--- config.mk ---
export PLATFORM = sky130hd
export DESIGN_NAME = memory_sp
export DESIGN_NICKNAME = d
export VERILOG_FILES = /design/src/rtl/memory_sp.sv
export SDC_FILE = /design/constraint.sdc
export NUM_CORES = 1
export LEC_CHECK = 0
export BUFFER_PORTS_ARGS = -buffer_cell sky130_fd_sc_hd__clkbuf_2
export CAP_MARGIN = 20
export CORE_MARGIN = 5
export CORE_UTILIZATION = 60
export CTS_CLUSTER_SIZE = 28
export DETAILED_ROUTE_END_ITERATION = 7
export GPL_TIMING_DRIVEN = 0
export PLACE_DENSITY = 0.82
export SYNTH_ARGS = -nofsm -noshare
export SYNTH_HDL_FRONTEND = slang
export SYNTH_SLANG_ARGS = --single-unit
--- constraint.sdc ---
create_clock -name clock -period 9.1 [get_ports clock]
set_clock_uncertainty 0.15 [all_clocks]
set_input_delay 1.365 -clock clock [delete_from_list [all_inputs] [get_ports clock]]
set_output_delay 1.365 -clock clock [all_outputs]
set_load 0.05 [all_outputs]
--- src/rtl/memory_sp.sv ---
// Single-port word memory with byte-lane writes and a power-up initialisation sweep.
// Latency: one cycle from request accept to response; the init sweep takes DEPTH cycles after reset.
// Backpressure: a held response (rsp_valid=1, rsp_ready=0) drops req_ready; requests wait upstream.
module memory_sp #(
  parameter int DATA_W    = 8,
  parameter int ADDR_W    = 7,
  parameter int DEPTH     = 128,
  parameter int INIT_MODE = 1
) (
  input  logic                clock,
  input  logic                reset,
  input  logic                req_valid,
  output logic                req_ready,
  input  logic                req_we,
  input  logic [ADDR_W-1:0]   req_addr,
  input  logic [DATA_W-1:0]   req_wdata,
  input  logic [DATA_W/8-1:0] req_be,
  output logic                rsp_valid,
  input  logic                rsp_ready,
  output logic [DATA_W-1:0]   rsp_rdata,
  output logic                rsp_err,
  output logic                init_busy
);

  localparam int LANES = DATA_W / 8;
  // Index width just large enough to address DEPTH words (never wider than ADDR_W).
  localparam int IDX_W = (DEPTH > 1) ? $clog2(DEPTH) : 1;
  localparam logic [ADDR_W:0]  DEPTH_L   = (ADDR_W + 1)'(DEPTH);
  localparam logic [IDX_W-1:0] LAST_IDX  = IDX_W'(DEPTH - 1);

  typedef enum logic {
    ST_INIT = 1'b0,
    ST_RUN  = 1'b1
  } state_t;

  // Response payload travels as one packed word so it is held as a unit.
  typedef struct packed {
    logic              err;
    logic [DATA_W-1:0] rdata;
  } rsp_t;

  logic [DATA_W-1:0] mem [0:DEPTH-1];

  state_t            state;
  state_t            state_nxt;
  logic [IDX_W-1:0]  sweep_cnt;
  logic              sweep_last;

  logic              accept;
  logic              addr_ok;
  logic [IDX_W-1:0]  req_idx;
  logic [DATA_W-1:0] cur_word;
  logic [DATA_W-1:0] merged_word;
  logic [DATA_W-1:0] init_val;
  logic [DATA_W+IDX_W-1:0] init_ext;
  rsp_t              rsp_q;
  rsp_t              rsp_nxt;

  // Out-of-range addresses never touch the array; the index is only meaningful when addr_ok.
  assign addr_ok    = ({1'b0, req_addr} < DEPTH_L);
  assign req_idx    = req_addr[IDX_W-1:0];
  assign sweep_last = (sweep_cnt == LAST_IDX);
  assign accept     = req_valid && req_ready;

  // Init value is the word index, zero-extended or truncated to the data width.
  assign init_ext = {{DATA_W{1'b0}}, sweep_cnt};
  assign init_val = (INIT_MODE == 0) ? '0 : init_ext[DATA_W-1:0];

  // Current word at the request address, zero for addresses outside the array.
  always_comb begin
    cur_word = '0;
    if (addr_ok) begin
      cur_word = mem[req_idx];
    end
  end

  // Byte-lane merge of write data over the current word.
  always_comb begin
    merged_word = cur_word;
    for (int k = 0; k < LANES; k++) begin
      if (req_be[k]) begin
        merged_word[8*k +: 8] = req_wdata[8*k +: 8];
      end
    end
  end

  // Next response: a write reports the merged word, a read the pre-edge word, a bad address zero.
  always_comb begin
    rsp_nxt       = '0;
    rsp_nxt.err   = !addr_ok;
    if (addr_ok) begin
      rsp_nxt.rdata = req_we ? merged_word : cur_word;
    end
  end

  // FSM next state and status outputs; requests are only taken in RUN with the response slot free.
  always_comb begin
    state_nxt = state;
    init_busy = 1'b0;
    req_ready = 1'b0;
    case (state)
      ST_INIT: begin
        init_busy = 1'b1;
        if (sweep_last) begin
          state_nxt = ST_RUN;
        end
      end
      ST_RUN: begin
        req_ready = !rsp_valid || rsp_ready;
      end
      default: begin
        state_nxt = ST_INIT;
      end
    endcase
  end

  // FSM state register.
  always_ff @(posedge clock) begin
    if (reset) begin
      state <= ST_INIT;
    end else begin
      state <= state_nxt;
    end
  end

  // Sweep counter: advances one word per cycle in INIT, parked at zero once running.
  always_ff @(posedge clock) begin
    if (reset) begin
      sweep_cnt <= '0;
    end else if (state == ST_INIT) begin
      sweep_cnt <= sweep_last ? '0 : sweep_cnt + 1'b1;
    end
  end

  // Array writes: sweep words during INIT, accepted in-range writes during RUN; untouched while in reset.
  always_ff @(posedge clock) begin
    if (!reset) begin
      if (state == ST_INIT) begin
        mem[sweep_cnt] <= init_val;
      end else if (accept && req_we && addr_ok) begin
        mem[req_idx] <= merged_word;
      end
    end
  end

  // Response register: loads on accept, clears when consumed, holds while stalled.
  always_ff @(posedge clock) begin
    if (reset) begin
      rsp_valid <= 1'b0;
      rsp_q     <= '0;
    end else if (accept) begin
      rsp_valid <= 1'b1;
      rsp_q     <= rsp_nxt;
    end else if (rsp_ready) begin
      rsp_valid <= 1'b0;
    end
  end

  assign rsp_rdata = rsp_q.rdata;
  assign rsp_err   = rsp_q.err;

endmodule

### After elaboration in Yosys (flattened, before gate mapping)

Memory sizes are Yosys's and may differ from the RTL's.
Index checks and enable logic that the tools add are counted.
Widths: inputs -> output; s select.

| word-level totals | value |
|---|---|
| word-level logic and storage cells | 31 |
| RAM bits | 1024 |
| memories kept | 1 |
| output and inout port bits | 12 |
| register bits | 17 |

| operators by class | value |
|---|---|
| add/subtract/negate cells | 1 |
| reductions and logical operators | 6 |
| mux-type cells | 18 |
| equality and inequality tests | 1 |

Memory list:

| name | words | width | rd ports | clocked after Yosys merged registers in | write ports | RTL line | RTL |
|---|---|---|---|---|---|---|---|
| mem | 128 | 8 | 1 | 0 | 1 | 42 | `logic [DATA_W-1:0] mem [0:DEPTH-1];` |

Operators with widths:

| operator | number |
|---|---|
| $mux 8 | 3 |
| $mux 7 | 2 |
| $mux 1 | 13 |
| $reduce_or 8->1 | 1 |
| $add 7x1->7 const B | 1 |
| $eq 7x7->1 const B | 1 |
| $logic_and 1x1->1 | 2 |
| $reduce_bool 2->1 | 1 |
| $logic_not 1->1 | 1 |
| $logic_or 1x1->1 | 1 |

### Longest topological paths before layout

| depth | value |
|---|---|
| depth after elaboration | 11 |
| mapped depth | 12 |
| gate-level depth less buffers | 8 |

### Worst setup path before layout

Ideal clock, no wire load.

| path | value |
|---|---|
| kind | input to register |
| from | input req_addr[1] |
| to | memory mem[0][0] (data pin) |
| slack | 2.010 ns |
| arrival time | 6.067 ns |
| setup time | 0.872 ns |
| path buffers | 3 |
| cell stages on the path | 10 |
| required time | 8.078 ns |
| path through | buf_4 -> or3_1 -> buf_4 -> buf_6 -> o22ai_1 -> a211oi_1 -> a21oi_1 -> and3_1 -> nand4_1 -> o211ai_1 |

| on the way | value |
|---|---|
| longest elaborated chain between the ends | 3 |

Ends and longest elaborated chain:

| element | RTL line | RTL |
|---|---|---|
| start: declaration | 15 | `input logic [ADDR_W-1:0] req_addr,` |
| $mem_v2 128x8 | - |  |
| $mux 8 | 81 | `if (req_be[k]) begin` |
| $mux 8 (no line) | - |  |
| end: declaration | 42 |  |

Every way passes these cells.

### Worst setup path after layout

| path | value |
|---|---|
| from | input req_addr[2] |
| to | memory mem[49][6] (data pin) |

Same word-level chain as after synthesis.

==> flow_summary.yaml <==
finish:
  layout.nets: 2240
  area_growth_pct: 12.8
  layout-drive-gt1-share_pct: 22.4
  fin_area_sq_mm: 0.0462
  instances_no_fill: 3175
synthesis:
  synth_top_family_by_area: "multiplexers"
  synth_fa_ha_area_share_pct: 0.0305
  synth_fp_nets: 2074
  synthMuxAreaShare_pct: 13.8
  ys_types: 52
  synth-edff-count: 1024
  syn_avg_cell_area_sq_um: 20.0
  ys_warn_count: 0
  synth_simple_gate_area_share_pct: 3.16
  ys.flop_type: "edfxtp_1"
  synthArstFlopShare_pct: 0
  ys_seq_area_share_pct: 75.9
  synth_compound_area_share_pct: 4.40
  synth-seq-cells: 1041
  yosys.area_share.xor_xnor_pct: 0.107
  synthCells: 2052
  syn_area_sq_mm: 0.0410
clock_tree:
  clk_transition_reported_paths_ns: 0.07
  post_cts_buffers: 0
  cts.sink_count: 1041
  cts_htree_levels: 3
  cts_resized: 0
  cts_tree: "yes"
  ctsHoldBuffers: 0
  clkLatencyLatePin_ns: 0.68
  numCtsBuffers: 97
  cts_root_buf: "clkbuf_16"
  ctsLongestPathBuffers: 3
hold_path:
  hold_class: "reg -> reg"
worst_setup_path:
  start_kind: "input port"
  critPathArrivalTime_ns: 5.67
  crit_required_ns: 9.45
  worstPathMaxFanout: 33
  crit_path_end_kind: "register"
  critPathKind: "in -> reg"
sta:
  fin_hold_ws_ns: 0.348
  fmax_ghz: 0.188
  slew_headroom_pct: 19.5
  fin_crit_sh_pct: 58.5
  worst_slew_pin_slew_ns: 1.20
  period_minus_slack_ns: 5.33
  final_hold_viol_count: 0
  final-max-slew-violation-count: 0
  rsz0062_at_grt: "false"
  setup_viol: 0
drt:
  post_drt_via_cell_ratio: 7.10
  routedWlPerCell_um: 34.6
  dr.first_iter.drc_count: 3951
  drc: 0
  firstDrtPassIters: 7
  vias: 22600
  ant_nets: 0
  wl_um: 110000
die:
  fp.dieArea_sq_mm: 0.0736
  die_h_um: 271
  io_pins: 33
  die_w_um: 271
  start_util_pct: 60.8
  rows: 95
  core_area_sq_mm: 0.0674
pwr:
  pwr-share-seq_pct: 52.5
  peakVddDrop_mv: 0.143
  power_density_mw_per_mm2: 216
  power_leakage_nw: 15.3
  netSwitchingFraction_pct: 21.0
  p_sw_mw: 2.10
  p_comb_share_pct: 4.9
  internal-power_mw: 7.89
  clkPwrFrac_pct: 42.6
grt:
  grt_overflow: 0
  grt_pass1_vias: 22600
  antenna_found_initial: 4
  grt_max_degree: 47
  track_usage_pct: 29.7
  grt_first_pass_wirelength_um: 157000
placement:
  dp_hpwl_um: 69600
  io_buffer_count: 29
  gp_congestion: 0.926
  post-place-cells: 2990
  place_area_sq_mm: 0.0429
run_status:
  status: "finished, final reports clean"
run:
  cap_violations: 0
[path summary, 6_finish.rpt]
path | depth (start not counted) | from | slack, ns | end
min | 2 | rsp_rdata[7]$_SDFFE_PP0P_ | 0.35 | rsp_rdata[7]$_SDFFE_PP0P_
max reg2reg | 8 | rsp_valid$_SDFFE_PP0P_ | 5.26 | mem[118][0]$_DFFE_PP_
min reg2reg | 2 | rsp_rdata[7]$_SDFFE_PP0P_ | 0.35 | rsp_rdata[7]$_SDFFE_PP0P_
max | 13 | req_addr[2] | 3.77 | mem[49][6]$_DFFE_PP_
[sequential cells by signal, indices dropped and copies added, names as in the netlist]
| register | cells |
|---|---|
| mem | 1024 |
| rsp_rdata | 8 |
| rsp_valid | 1 |
| state | 1 |
| sweep_cnt | 7 |
[kinds of logic (layout without fill, tap and decap cells)]
logic type	count (synthesis)	after routing
multiplexers	321	321
XOR/XNOR	5	5
buffers and inverters	137	385
flip-flops	1041	1041
adder cells (fa/ha/maj)	1	1
AO/OA/AOI/OAI	256	256
other	1	3
AND/OR/NAND/NOR	290	290
[area by class of cell]
| class | count | area [sq um] |
|---|---|---|
| fillers | 3831 | 21200 |
| multi-input cells | 874 | 8880 |
| clock buffers | 114 | 2530 |
| well taps | 873 | 1090 |
| diodes | 2 | 5.00 |
| inverters | 6 | 22.5 |
| clock inverters | 67 | 805 |
| repair buffers | 67 | 738 |
| plain buffers | 131 | 1050 |
| flip-flops and latches | 1041 | 31100 |
[worst max-delay path: stages]
cell and delay, ns:
clkbuf_2 0.30, and2_1 0.18, buf_4 0.21, clkbuf_1 0.77, a211o_1 0.24, nor2_1 0.06, a21oi_1 0.33, and3_1 0.30
nand4_1 0.27, o21ai_4 0.81, buf_12 0.31, buf_12 0.24, buf_16 0.21
[through the flow]
| stage | TNS [ns] | worst slack (ns) | utilization (%) | total power, mW |
|---|---|---|---|---|
| 2_1_floorplan | 0 | 2.01 | - | 5.63 |
| 3_3_place_gp | -2604.63 | -2.99 | 62.6 | 5.80 |
| 3_5_place_dp | 0 | 3.31 | 63.6 | 5.81 |
| 4_1_cts | 0 | 3.96 | 68.6 | 9.96 |
| 5_1_grt | 0 | 3.78 | 68.6 | 10.2 |
| 6_report | 0 | 3.77 | 68.6 | 9.99 |
[power by group through the flow]
| stage | clock (mW) | sequential, mW | combinational (mW) |
|---|---|---|---|
| 2_1_floorplan | 0 | 5.36 | 0.273 |
| 3_3_place_gp | 0 | 5.37 | 0.427 |
| 3_5_place_dp | 0 | 5.35 | 0.464 |
| 4_1_cts | 4.25 | 5.25 | 0.472 |
| 5_1_grt | 4.48 | 5.24 | 0.496 |
| 6_report | 4.26 | 5.24 | 0.488 |
[cell usage after synthesis (17+ instances only)]
library cell / n / share of area, %
a211oi_1: 50 / 0.92
a22oi_1: 64 / 1.2
buf_2: 34 / 0.42
buf_4: 20 / 0.37
clkbuf_1: 35 / 0.32
dfxtp_1: 17 / 0.83
edfxtp_1: 1024 / 75
mux2i_1: 129 / 3.2
mux4_2: 184 / 10
nand2_1: 61 / 0.56
nor2_1: 150 / 1.4
o22ai_1: 62 / 0.95
[placed cells by master (no fill, tap or decap), types with 20 or more instances in the layout]
master,synthesis,final
a211oi_1,50,50
a22oi_1,64,64
buf_12,12,28
buf_2,34,39
buf_4,20,30
clkbuf_1,35,50
clkbuf_16,0,99
clkbuf_2,1,30
clkinv_1,0,20
edfxtp_1,1024,1024
mux2i_1,129,129
mux4_2,184,184
nand2_1,61,61
nor2_1,150,150
o22ai_1,62,62
[routing by layer]
metal	vias up	part of all wire [%]	GRT usage [%]
li1	8781	-	-
met1	11300	33	38.7
met2	2086	46	45.3
met3	398	14	9.48
met4	2	6.6	15.8
met5	-	0.012	0
Power figures use the tool's default switching activity.
